[config.mk]
export PLATFORM = sky130hd
export DESIGN_NAME = encoder_emulator
export DESIGN_NICKNAME = d
export VERILOG_FILES = /design/src/rtl/encoder_emu_pkg.sv /design/src/rtl/quad_step_engine.sv /design/src/rtl/encoder_emulator.sv
export SDC_FILE = /design/constraint.sdc
export NUM_CORES = 1
export LEC_CHECK = 0
export ABC_AREA = 1
export BUFFER_PORTS_ARGS = -buffer_cell sky130_fd_sc_hd__buf_2
export CAP_MARGIN = 25
export CORE_MARGIN = 5
export CORE_UTILIZATION = 35
export DETAILED_ROUTE_END_ITERATION = 8
export PLACE_DENSITY_LB_ADDON = 0.1
export SYNTH_ARGS = -nofsm -noshare
export SYNTH_HDL_FRONTEND = slang
export SYNTH_SLANG_ARGS = --single-unit
[constraint.sdc]
create_clock -name clk -period 17.14 [get_ports clk]
set_input_delay 0.857 -clock clk [delete_from_list [all_inputs] [get_ports clk]]
set_output_delay 0.857 -clock clk [all_outputs]
set_load 0.05 [all_outputs]
[src/rtl/encoder_emu_pkg.sv]
// Shared types and helpers for the encoder emulator: step FSM states,
// quadrature phase encoding and the backlog saturation clamp.
package encoder_emu_pkg;

    localparam int ACC_W = 64;
    localparam int SUM_W = 66;

    typedef enum logic {
        IDLE = 1'b0,
        HOLD = 1'b1
    } step_state_t;

    // count[1:0] -> {a, b}; forward rotation makes A lead B
    function automatic logic [1:0] quad_enc(input logic [1:0] phase);
        logic [1:0] ab;
        case (phase)
            2'd0:    ab = 2'b00;
            2'd1:    ab = 2'b10;
            2'd2:    ab = 2'b11;
            default: ab = 2'b01;
        endcase
        return ab;
    endfunction

    function automatic logic signed [SUM_W-1:0] sat_clamp(
        input logic signed [SUM_W-1:0] raw,
        input logic signed [SUM_W-1:0] lim
    );
        logic signed [SUM_W-1:0] r;
        r = raw;
        if (raw > lim)
            r = lim;
        else if (raw < -lim)
            r = -lim;
        return r;
    endfunction

endpackage

[src/rtl/quad_step_engine.sv]
// Rate-limited quadrature step FSM: consumes one backlog step at a time,
// wraps the position count and registers A/B/Z (Z only with ENC_INDEX_EN).
//
// state | meaning
// IDLE  | ready; steps immediately when a request is present
// HOLD  | enforcing minimum edge spacing, timer counting down to 0
module quad_step_engine
    import encoder_emu_pkg::*;
#(
    parameter int COUNTS_PER_REV = 4096,
    parameter int MIN_EDGE_CLKS  = 4
) (
    input  logic        clk,
    input  logic        rst_n,
    input  logic        enable,
    input  logic        step_req,
    input  logic        step_dir,
    output logic        step_taken,
    output logic [31:0] count,
    output logic        a,
    output logic        b,
    output logic        z
);

    localparam int               TMR_W    = (MIN_EDGE_CLKS > 1) ? $clog2(MIN_EDGE_CLKS) : 1;
    localparam logic [TMR_W-1:0] TMR_LOAD = TMR_W'(MIN_EDGE_CLKS - 1);
    localparam logic [31:0]      CNT_MAX  = 32'(COUNTS_PER_REV - 1);

    step_state_t      state, state_nxt;
    logic [TMR_W-1:0] timer, timer_nxt;
    logic [31:0]      count_nxt;
    logic [1:0]       ab;

    always_ff @(posedge clk or negedge rst_n) begin
        if (!rst_n) begin
            state <= IDLE;
            timer <= '0;
            count <= '0;
        end else begin
            state <= state_nxt;
            timer <= timer_nxt;
            count <= count_nxt;
        end
    end

    always_comb begin
        state_nxt  = state;
        timer_nxt  = timer;
        count_nxt  = count;
        step_taken = 1'b0;
        if (!enable) begin
            state_nxt = IDLE;
            timer_nxt = '0;
        end else begin
            case (state)
                IDLE: begin
                    if (step_req) begin
                        step_taken = 1'b1;
                        if (step_dir)
                            count_nxt = (count == '0) ? CNT_MAX : count - 32'd1;
                        else
                            count_nxt = (count == CNT_MAX) ? '0 : count + 32'd1;
                        timer_nxt = TMR_LOAD;
                        state_nxt = (TMR_LOAD == '0) ? IDLE : HOLD;
                    end
                end
                HOLD: begin
                    timer_nxt = timer - 1'b1;
                    if (timer_nxt == '0)
                        state_nxt = IDLE;
                end
            endcase
        end
    end

    // Outputs follow the registered count one clock later
    assign ab = quad_enc(count[1:0]);

    always_ff @(posedge clk or negedge rst_n) begin
        if (!rst_n) begin
            a <= 1'b0;
            b <= 1'b0;
        end else begin
            a <= ab[1];
            b <= ab[0];
        end
    end

`ifdef ENC_INDEX_EN
    always_ff @(posedge clk or negedge rst_n) begin
        if (!rst_n)
            z <= 1'b1;
        else
            z <= (count == '0);
    end
`else
    assign z = 1'b0;
`endif

endmodule

[src/rtl/encoder_emulator.sv]
// Integrates solver speed into shaft position and drives quadrature A/B/Z.
// Index pulse Z is generated only when ENC_INDEX_EN is defined.
module encoder_emulator
    import encoder_emu_pkg::*;
#(
    parameter int FRAC_BITS      = 32,
    parameter int COUNTS_PER_REV = 4096,
    parameter int MIN_EDGE_CLKS  = 4,
    parameter int PEND_W         = 16
) (
    input  logic               clk,
    input  logic               rst_n,
    input  logic signed [63:0] speed,
    input  logic               speed_valid,
    input  logic               enable,
    input  logic               clr_overrun,
    output logic               a,
    output logic               b,
    output logic               z,
    output logic        [31:0] count,
    output logic               overrun
);

    localparam logic signed [SUM_W-1:0] MAX_PEND = SUM_W'((2 ** (PEND_W - 1)) - 1);

    logic signed [ACC_W-1:0]  acc, acc_new, delta;
    logic signed [PEND_W-1:0] pending;
    logic signed [SUM_W-1:0]  step_val, pend_raw, pend_clamped;
    logic                     integrate, sat_hit;
    logic                     step_req, step_dir, step_taken;

    assign integrate = speed_valid & enable;
    assign acc_new   = acc + speed;

    // Whole counts crossed by this update; 64-bit wrap keeps the difference exact
    always_comb begin
        delta = '0;
        if (integrate)
            delta = (acc_new >>> FRAC_BITS) - (acc >>> FRAC_BITS);
    end

    always_comb begin
        step_val = '0;
        if (step_taken)
            step_val = step_dir ? {SUM_W{1'b1}} : SUM_W'(1);
    end

    assign pend_raw     = SUM_W'(pending) - step_val + SUM_W'(delta);
    assign pend_clamped = sat_clamp(pend_raw, MAX_PEND);
    assign sat_hit      = (pend_clamped != pend_raw);

    always_ff @(posedge clk or negedge rst_n) begin
        if (!rst_n) begin
            acc     <= '0;
            pending <= '0;
            overrun <= 1'b0;
        end else begin
            if (integrate)
                acc <= acc_new;
            if (!enable)
                pending <= '0;
            else
                pending <= pend_clamped[PEND_W-1:0];
            if (enable && sat_hit)
                overrun <= 1'b1;
            else if (clr_overrun)
                overrun <= 1'b0;
        end
    end

    assign step_req = (pending != '0);
    assign step_dir = pending[PEND_W-1];

    quad_step_engine #(
        .COUNTS_PER_REV(COUNTS_PER_REV),
        .MIN_EDGE_CLKS (MIN_EDGE_CLKS)
    ) u_engine (
        .clk       (clk),
        .rst_n     (rst_n),
        .enable    (enable),
        .step_req  (step_req),
        .step_dir  (step_dir),
        .step_taken(step_taken),
        .count     (count),
        .a         (a),
        .b         (b),
        .z         (z)
    );

endmodule

=== After elaboration in Yosys (flattened, before gate mapping) ===
Index checks and enable logic that the tools add are counted.

* Register bits after elaboration: 118
* Input bits: 69
* Logic and storage cells: 52

* Add/sub/neg operators: 7
* Magnitude comparators: 2
* Equal/unequal tests: 5
* Mux-type cells: 21
* Bitwise operators: 2
* Reductions and logical operators: 7

{| class="wikitable"
|+ Operators with widths
! kind !! count
|-
| two-way mux 66 bit || 4
|-
| two-way mux 32 bit || 3
|-
| adder 66 x 64 -> 66 bit || 1
|-
| greater-than comparator 66 x 16 -> 1 bit, second input constant || 1
|-
| < comparator 66 x 16 -> 1 bit, second input constant || 1
|-
| inequality test 66 bit || 1
|-
| subtractor 16 x 66 -> 66 bit || 1
|-
| adder 64 bit || 1
|-
| two-way mux 64 bit || 1
|-
| subtractor 32 x 32 -> 33 bit || 1
|-
| adder 32 x 1 -> 32 bit, second input constant || 1
|-
| == test 32 x 12 -> 1 bit, second input constant || 1
|-
| zero test 32 bit || 1
|-
| subtractor 32 x 1 -> 32 bit, second input constant || 1
|-
| two-way mux 16 bit || 1
|-
| nonzero test 16 bit || 1
|-
| two-way mux 1 bit || 7
|-
| one-hot mux 2 bit (3 select lines) || 1
|-
| zero test 2 bit || 2
|-
| two-way mux 2 bit || 2
|-
| one-hot mux 2 bit (2 select lines) || 1
|-
| inequality test 3 bit, second input constant || 1
|-
| AND reduction 3 bit || 1
|-
| == test 2 x 1 -> 1 bit, second input constant || 1
|-
| other kinds (7) || 7
|}

=== Depth between registers and ports, before layout ===
Gate-level depths: netlist of run 1.

* Depth in word-level cells: 13
* Depth in mapped cells: 56
* Depth with buffers taken out: 56

=== Cells and area by module ===
A second synthesis of run 1 with hierarchy kept.

* Cells, all modules: 2780
* Area total of the unflattened synthesis: 16853.7 µm²

{| class="wikitable"
|+ By module, submodules not included
! module !! times used !! cells each !! area an instance (µm²) !! seq. area each (µm²)
|-
| encoder_emulator || 1 || 2085 || 12894.9 || 2026.9
|-
| quad_step_engine || 1 || 695 || 3958.8 || 925.9
|}

=== Least setup slack after synthesis of run 1 ===
OpenSTA, ideal clock, no wires.

* Path type: reg2reg
* Start point: reg pending[15]
* End point: reg overrun
* Library setup time: 0.119 ns
* Arrival: 7.713 ns
* Setup slack: 9.309 ns
* Stages on the path, launching flop included: 31
* Buffers on the path: 2
* Period minus slack after synthesis: 7.831 ns
* Path through: dfrtp_1 > clkbuf_1 > inv_1 > clkbuf_1 > nor2_1 > inv_1 > fa_1 > ha_1 > nand2_1 > inv_2 > nand2_1 > nand2_1 > a21oi_1 > nand2_1 > nand2_1 > nand2_1 > nand3_2 > nand2_4 > inv_1 > nand4_1 > a311oi_1 > nand4_1 > ha_1 > inv_1 > o21ai_0 > a21oi_1 > nand2_1 > nand3_1 > nand2_1 > nand2_1 > nand2_1

* Cells in the longest elaborated chain, start to end: 13

{| class="wikitable"
|+ Ends and longest elaborated chain
! what !! RTL line !! text
|-
| from (decl) || encoder_emulator.sv:27 || <nowiki>logic signed [PEND_W-1:0] pending;</nowiki>
|-
| from (signal assigned) || encoder_emulator.sv:63 || <nowiki>pending <= pend_clamped[PEND_W-1:0];</nowiki>
|-
| nonzero test 16 bit || encoder_emulator.sv:71 || <nowiki>assign step_req = (pending != '0);</nowiki>
|-
| two-way mux 1 bit || quad_step_engine.sv:57 || <nowiki>if (step_req) begin</nowiki>
|-
| two-way mux 1 bit || quad_step_engine.sv:55 || <nowiki>case (state)</nowiki>
|-
| two-way mux 1 bit || quad_step_engine.sv:51 || <nowiki>if (!enable) begin</nowiki>
|-
| two-way mux 66 bit || encoder_emulator.sv:44 || <nowiki>if (step_taken)</nowiki>
|-
| subtractor 16 x 66 -> 66 bit * || encoder_emulator.sv:48 || <nowiki>assign pend_raw = SUM_W'(pending) - step_val + SUM_W'(delta);</nowiki>
|-
| adder 66 x 64 -> 66 bit * || encoder_emulator.sv:48 ||
|-
| < comparator 66 x 16 -> 1 bit || encoder_emu_pkg.sv:33 || <nowiki>else if (raw < -lim)</nowiki>
|-
| two-way mux 66 bit || encoder_emu_pkg.sv:33 ||
|-
| two-way mux 66 bit || encoder_emu_pkg.sv:31 || <nowiki>if (raw > lim)</nowiki>
|-
| inequality test 66 bit * || encoder_emulator.sv:50 || <nowiki>assign sat_hit = (pend_clamped != pend_raw);</nowiki>
|-
| logical AND 1 bit * || encoder_emulator.sv:64 || <nowiki>if (enable && sat_hit)</nowiki>
|-
| two-way mux 1 bit or nonzero test 2 bit (tied branches) || n/a ||
|-
| to (signal assigned) || encoder_emulator.sv:56 || <nowiki>overrun <= 1'b0;</nowiki>
|-
| to (signal assigned) || encoder_emulator.sv:65 || <nowiki>overrun <= 1'b1;</nowiki>
|-
| to (signal assigned) || encoder_emulator.sv:67 || <nowiki>overrun <= 1'b0;</nowiki>
|-
| to (decl) || encoder_emulator.sv:21 || <nowiki>output logic overrun</nowiki>
|}

Every way passes the cells marked *; elsewhere a longest branch is shown, timed or not.
A chain may end at the register's enable or synchronous reset.

=== Worst setup path after layout of run 1 ===
* Start point: in speed[19]
* End point: reg pending[5]

* Cells in the longest elaborated chain, start to end: 8

{| class="wikitable"
|+ Ends and longest elaborated chain
! what !! RTL line !! text
|-
| from (decl) || encoder_emulator.sv:13 || <nowiki>input logic signed [63:0] speed,</nowiki>
|-
| adder 64 bit * || encoder_emulator.sv:33 || <nowiki>assign acc_new = acc + speed;</nowiki>
|-
| named net acc_new[35] || encoder_emulator.sv:26 || <nowiki>logic signed [ACC_W-1:0] acc, acc_new, delta;</nowiki>
|-
| subtractor 32 x 32 -> 33 bit * || encoder_emulator.sv:39 || <nowiki>delta = (acc_new >>> FRAC_BITS) - (acc >>> FRAC_BITS);</nowiki>
|-
| two-way mux 64 bit * || encoder_emulator.sv:38 || <nowiki>if (integrate)</nowiki>
|-
| adder 66 x 64 -> 66 bit * || encoder_emulator.sv:48 ||
|-
| < comparator 66 x 16 -> 1 bit || encoder_emu_pkg.sv:33 ||
|-
| two-way mux 66 bit || encoder_emu_pkg.sv:33 ||
|-
| two-way mux 66 bit * || encoder_emu_pkg.sv:31 ||
|-
| two-way mux 16 bit * || encoder_emulator.sv:60 || <nowiki>if (!enable)</nowiki>
|}

The timed path passes the listed nets; every way through them passes the cells marked *.

==> results.yml, run 1 <==
worst_setup_path:
  endpoint: "pending[5]"
  arrival_ns: 9.80
  regToRegStartpoint: "acc[20]"
  crit_slowest_cell: "o311ai_2"
  reg2reg_depth: 37
  path_max_fanout: 14
  cpMostUsedCell: "nand2_1"
  start_kind: "primary input"
  critPathMaxStageDelay_ns: 0.56
  worstPathRequired_ns: 17.48
  r2r_slack_ns: 7.77
  end_kind: "flip-flop"
  timing.rr.end: "pending[5]"
  path_class: "in -> reg"
  critPathLaunch: "speed[19]"
timing:
  finalSetupViolations: 0
  fmax_mhz: 106
  rsz0062_at_grt: "no"
  slew_viol_final: 0
  tns_ns: 0
  fin_hold_ws_ns: 0.363
  fin_skew_ns: 0.0137
  tightest_slew_ns: 0.933
  layout_setup_ws_ns: 7.68
  period_share: 0.552
  report.final.hold_viol_count: 0
  max-slew-margin-rel: 0.375
  post-route-min-period_ns: 9.46
logic_synthesis:
  avgSynthCellArea_um2: 6.17
  syn-cell-area_um2: 16000
  synth_warnings: 0
  ys.flop_type: "dfrtp_1"
  netlist-cell-type-count: 56
  async_reset_ff_frac: 1.00
  ys_seq_area_frac: 0.185
  syn_nets: 2832
  synth_seq_cells: 118
  synth_cells: 2593
  synth_edf_count: 0
finish:
  layout-drive-gt1-share: 0.0878
  utilization: 0.393
  nets: 2925
  syn_to_final_growth_pct: 11.4
run:
  cap_violations: 0
placement:
  routabilityCongestion: 0.942
  dp_slack_ns: 7.14
  numPortBuffers: 103
  dp_hpwl_um: 47900
clocking:
  cts_root_buf: "clkbuf_16"
  cts_hold_buf: 0
  cts_tree: "yes"
  cts_setup_buffers: 0
  h-tree-depth: 4
  cts_buffer_depth: 2
  post_cts_resize_count: 0
  cts_sinks: 118
  insertion_delay_ns: 0.49
  cts_made_buffers: 17
  clk_pin_slew_worst_paths_ns: 0.06
route:
  drt-vias-per-instance: 5.06
  vias: 16690
  wl_per_cell_um: 17.4
  drt_iter0_drc: 1145
  routed_wl_um: 57500
  drc: 0
  drt_pass1_iterations: 5
  ant_nets: 0
global_routing:
  grtUsageTotal: 0.227
  antenna_found_initial: 1
  overflow: 0
  grt_pass1_wl_um: 89600
  grt_max_degree: 84
  grt_pass1_vias: 16223
floorplan:
  die_h_um: 224
  core_area_um2: 45300
  initial_utilization: 0.353
  num_rows: 78
  die_area_um2: 50100
  ios: 105
  die_x_um: 224
outcome:
  status: "completed"
min_path:
  hp-class: "in -> async"
## metal layers
metal | track usage | share of wire | vias up
met2 | 0.371 | 0.46 | 321
li1 | - | - | 8571
met1 | 0.309 | 0.47 | 7728
met5 | 0 | 0 | -
met3 | 0.0325 | 0.037 | 70
met4 | 0.0767 | 0.029 | 0
## per-stage QoR
step / instances / cell area (µm²)
after detailed placement: 3267 / 17200
after CTS: 3299 / 17800
final: 3300 / 17800
after floorplan: 2593 / 16000
after global routing: 3300 / 17800
after global placement: 3267 / 17200
## critical path, delay by kind of cell
family / cells / cell delay (ns)
buffers and inverters: 5 / 0.51
adder cells (fa/ha/maj): 5 / 1.86
AO/OA/AOI/OAI: 14 / 4.36
AND/OR/NAND/NOR: 14 / 2.18
## sequential cells by signal, indices dropped and copies added, names as in the netlist
signal          cells
acc                64
u_engine.timer      2
u_engine.b          1
u_engine.state      1
overrun             1
u_engine.count     32
u_engine.a          1
pending            16
## how the worst min path moves through the flow
stage | start | endpoint | depth (start not counted)
2_1_floorplan | acc[0] | acc[0] | 2
3_3_place_gp | acc[0] | acc[0] | 2
3_5_place_dp | acc[21] | acc[21] | 2
4_1_cts | rst_n | u_engine.timer[0] | 1
5_1_grt | rst_n | u_engine.timer[0] | 1
6_report | rst_n | pending[11] | 1
## Yosys cell counts (16+ instances only)
cell type / count / share of area
dfrtp_1: 118 / 0.18
or2_2: 19 / 0.0074
a21oi_1: 214 / 0.067
nor2_1: 270 / 0.063
clkbuf_1: 34 / 0.0080
nand4_1: 39 / 0.015
nor2_2: 19 / 0.0074
o21ai_0: 204 / 0.064
nand2_2: 17 / 0.0067
inv_1: 444 / 0.10
nor3_1: 49 / 0.015
nand3_1: 114 / 0.036
inv_2: 21 / 0.0049
xnor2_1: 19 / 0.010
xor2_1: 63 / 0.035
ha_1: 135 / 0.11
a31oi_1: 38 / 0.015
o21bai_1: 16 / 0.0075
nand2_1: 603 / 0.14
fa_1: 35 / 0.044
## kinds of logic (layout without fill, tap and decap cells)
family / Yosys count / after routing / synth area share
AO/OA/AOI/OAI: 537 / 537 / 0.185
other: 1 / 2 / 0.000235
adder cells (fa/ha/maj): 170 / 170 / 0.149
XOR/XNOR: 82 / 82 / 0.0449
flip-flops: 118 / 118 / 0.185
AND/OR/NAND/NOR: 1178 / 1178 / 0.315
buffers and inverters: 507 / 613 / 0.120
## cell type report
cell class,instances,area [µm²]
fillers,5094,27500
multi-input cells,1968,11100
flip-flops and latches,118,2950
inverters,469,1760
well taps,600,751
repair buffers,112,589
clock buffers,22,484
clock inverters,10,144
diodes,1,2.50
## layout by cell type, fill, tap and decap left out, types with 7 or more instances in the layout
master	count
buf_4	9
o21a_1	7
nand4_1	39
or2_2	19
o21ai_0	204
dfrtp_1	118
ha_1	135
buf_2	102
clkbuf_16	17
nand3_1	114
nor2_2	19
nor3_1	49
and2_1	13
nor2_1	269
fa_1	35
nor4_1	12
inv_1	444
a31oi_1	38
nand2_2	18
nand3b_1	10
xnor2_1	19
o21bai_1	16
a21oi_1	214
xor2_1	63
a211oi_1	7
nand2_1	602
inv_2	22
Power of run 1 is left out: the tool's default activity adds up to more than one toggle a clock period on the data nets, which glitch-free logic cannot reach.
==> inputs of run 2 (changes only) <==
==> constraint.sdc (replaced) <==
create_clock -name clk -period 9.74 [get_ports clk]
set_input_delay 0.487 -clock clk [delete_from_list [all_inputs] [get_ports clk]]
set_output_delay 0.487 -clock clk [all_outputs]
set_load 0.05 [all_outputs]
==> run 2 against run 1 <==
First-iteration DRC count grew 14%. Register-to-register slack lost 7.0 ns. Sequential share of layout area is essentially flat. Global-route usage shrank 0.053 points. Die area is the same. Sequential cell count is the same. Utilization shrank 0.094 points. Clock skew grew 0.0031 ns. Critical endpoint is now pending[1].
==> results.yml, run 2 (synthesis results as in run 1) <==
route:
  drt_iter0_drc: 1305
  drt-vias-per-instance: 5.08
  routed_wl_um: 57400
  vias: 16764
  drt_pass1_iterations: 5
  wl_per_cell_um: 17.4
  ant_nets: 0
  drc: 0
worst_setup_path:
  worstPathRequired_ns: 10.07
  path_max_fanout: 14
  cpMostUsedCell: "nand2_1"
  start_kind: "flip-flop"
  path_class: "reg -> reg"
  arrival_ns: 9.30
  crit_slowest_cell: "o311ai_2"
  reg2reg_depth: 45
  end_kind: "flip-flop"
  critPathMaxStageDelay_ns: 0.60
finish:
  final-seq-area_um2: 2950
  syn_to_final_growth_pct: 11.2
  n_fill_cell: 5103
  top_register: "acc"
  final_cell_mix: "nand2_1, inv_1, nor2_1"
  layout-drive-gt1-share: 0.0889
  multi_input_area_um2: 11100
  reg.largest.list: "acc (64), u_engine.count (32), pending (16)"
  largest_reg_flops: 64
  final_common_cell: "nand2_1"
  nets: 2926
floorplan:
  die_x_um: 224
  ios: 105
  die_h_um: 224
  initial_utilization: 0.353
  core_area_um2: 45300
  die_area_um2: 50100
  num_rows: 78
clocking:
  clk_pin_slew_worst_paths_ns: 0.07
  cts_made_buffers: 17
  cts_buffer_depth: 2
  cts_tree: "yes"
  cts_root_buf: "clkbuf_16"
  cts_hold_buf: 0
  h-tree-depth: 4
  cts_sinks: 118
  cts_setup_buffers: 0
  insertion_delay_ns: 0.49
timing:
  fin_skew_ns: 0.0168
  rsz0062_at_grt: "no"
  report.final.hold_viol_count: 0
  fmax_mhz: 112
  period_share: 0.921
  finalSetupViolations: 0
  max-slew-margin-rel: 0.325
  tightest_slew_ns: 1.01
  slew_viol_final: 0
  tns_ns: 0
  post-route-min-period_ns: 8.97
placement:
  routabilityCongestion: 0.954
  dp_hpwl_um: 48000
  numPortBuffers: 103
global_routing:
  grt_pass1_vias: 16111
  grt_pass1_wl_um: 89500
  grtUsageTotal: 0.227
  antenna_found_initial: 1
  overflow: 0
  grt_max_degree: 84
outcome:
  status: "completed"
run:
  cap_violations: 0
min_path:
  hp-class: "in -> async"
-- run 2: cell count changes in the layout (fill, tap and decap cells not counted), sizes merged --
cell,change
clkinv,+1
bufinv,-2
clkbuf,-1
buf,+1
clkinvlp,+1
inv,+1
diode,+1
-- run 2: routing by layer --
layer  track usage  share of wire  vias up
met3        0.0269          0.035       82
met1         0.314           0.48     7735
met4        0.0796          0.032        0
li1              -              -     8596
met2         0.366           0.45      351
met5             0              0        -
-- run 2: final timing paths --
path | start | slack, ns | end
max in group asynchronous | rst_n | 8.46 | u_engine.count[7]
worst max register to register | acc[19] | 0.77 | pending[1]
worst min register to register | acc[23] | 0.49 | acc[23]
worst min-delay path | rst_n | 0.01 | overrun
min in group clk | clr_overrun | 0.29 | overrun
worst max-delay path | acc[19] | 0.77 | pending[1]
-- run 2: final cells by class --
| class | count | share of cell area |
|---|---|---|
| multi-input cells | 1968 | 0.627 |
| flip-flops and latches | 118 | 0.166 |
| inverters | 469 | 0.0990 |
| well taps | 600 | 0.0422 |
| repair buffers | 113 | 0.0336 |
| clock buffers | 21 | 0.0265 |
| clock inverters | 11 | 0.00549 |
| diodes | 2 | 0.000282 |
-- run 2: timing repair --
| item | CTS | global route |
|---|---|---|
| resized for setup | 0 | 5 |
| endpoints found under the hold margin | 0 | 0 |
| setup endpoints to repair | 0 | 15 |
-- run 2: worst max-delay path, delay by kind of cell, from the launching register on --
kind / cells / cell delay [ns]
fa+ha+maj: 5 / 2.00
simple gates: 19 / 2.29
buf+inv: 6 / 0.53
flops: 1 / 0.40
compound gates: 15 / 3.55
-- run 2: stage by stage --
step	setup slack (ns)	std cells	utilization	hold WS, ns	instance area [µm²]
after floorplan	1.91	2593	-	0.191	16000
after global placement	0.205	3268	0.380	0.470	17200
after detailed placement	0.257	3268	0.380	0.479	17200
after CTS	0.413	3300	0.392	0.0114	17800
after global routing	0.0176	3301	0.392	0.0682	17800
final	0.771	3302	0.392	0.0115	17800
Power of run 2 is left out for the same reason.
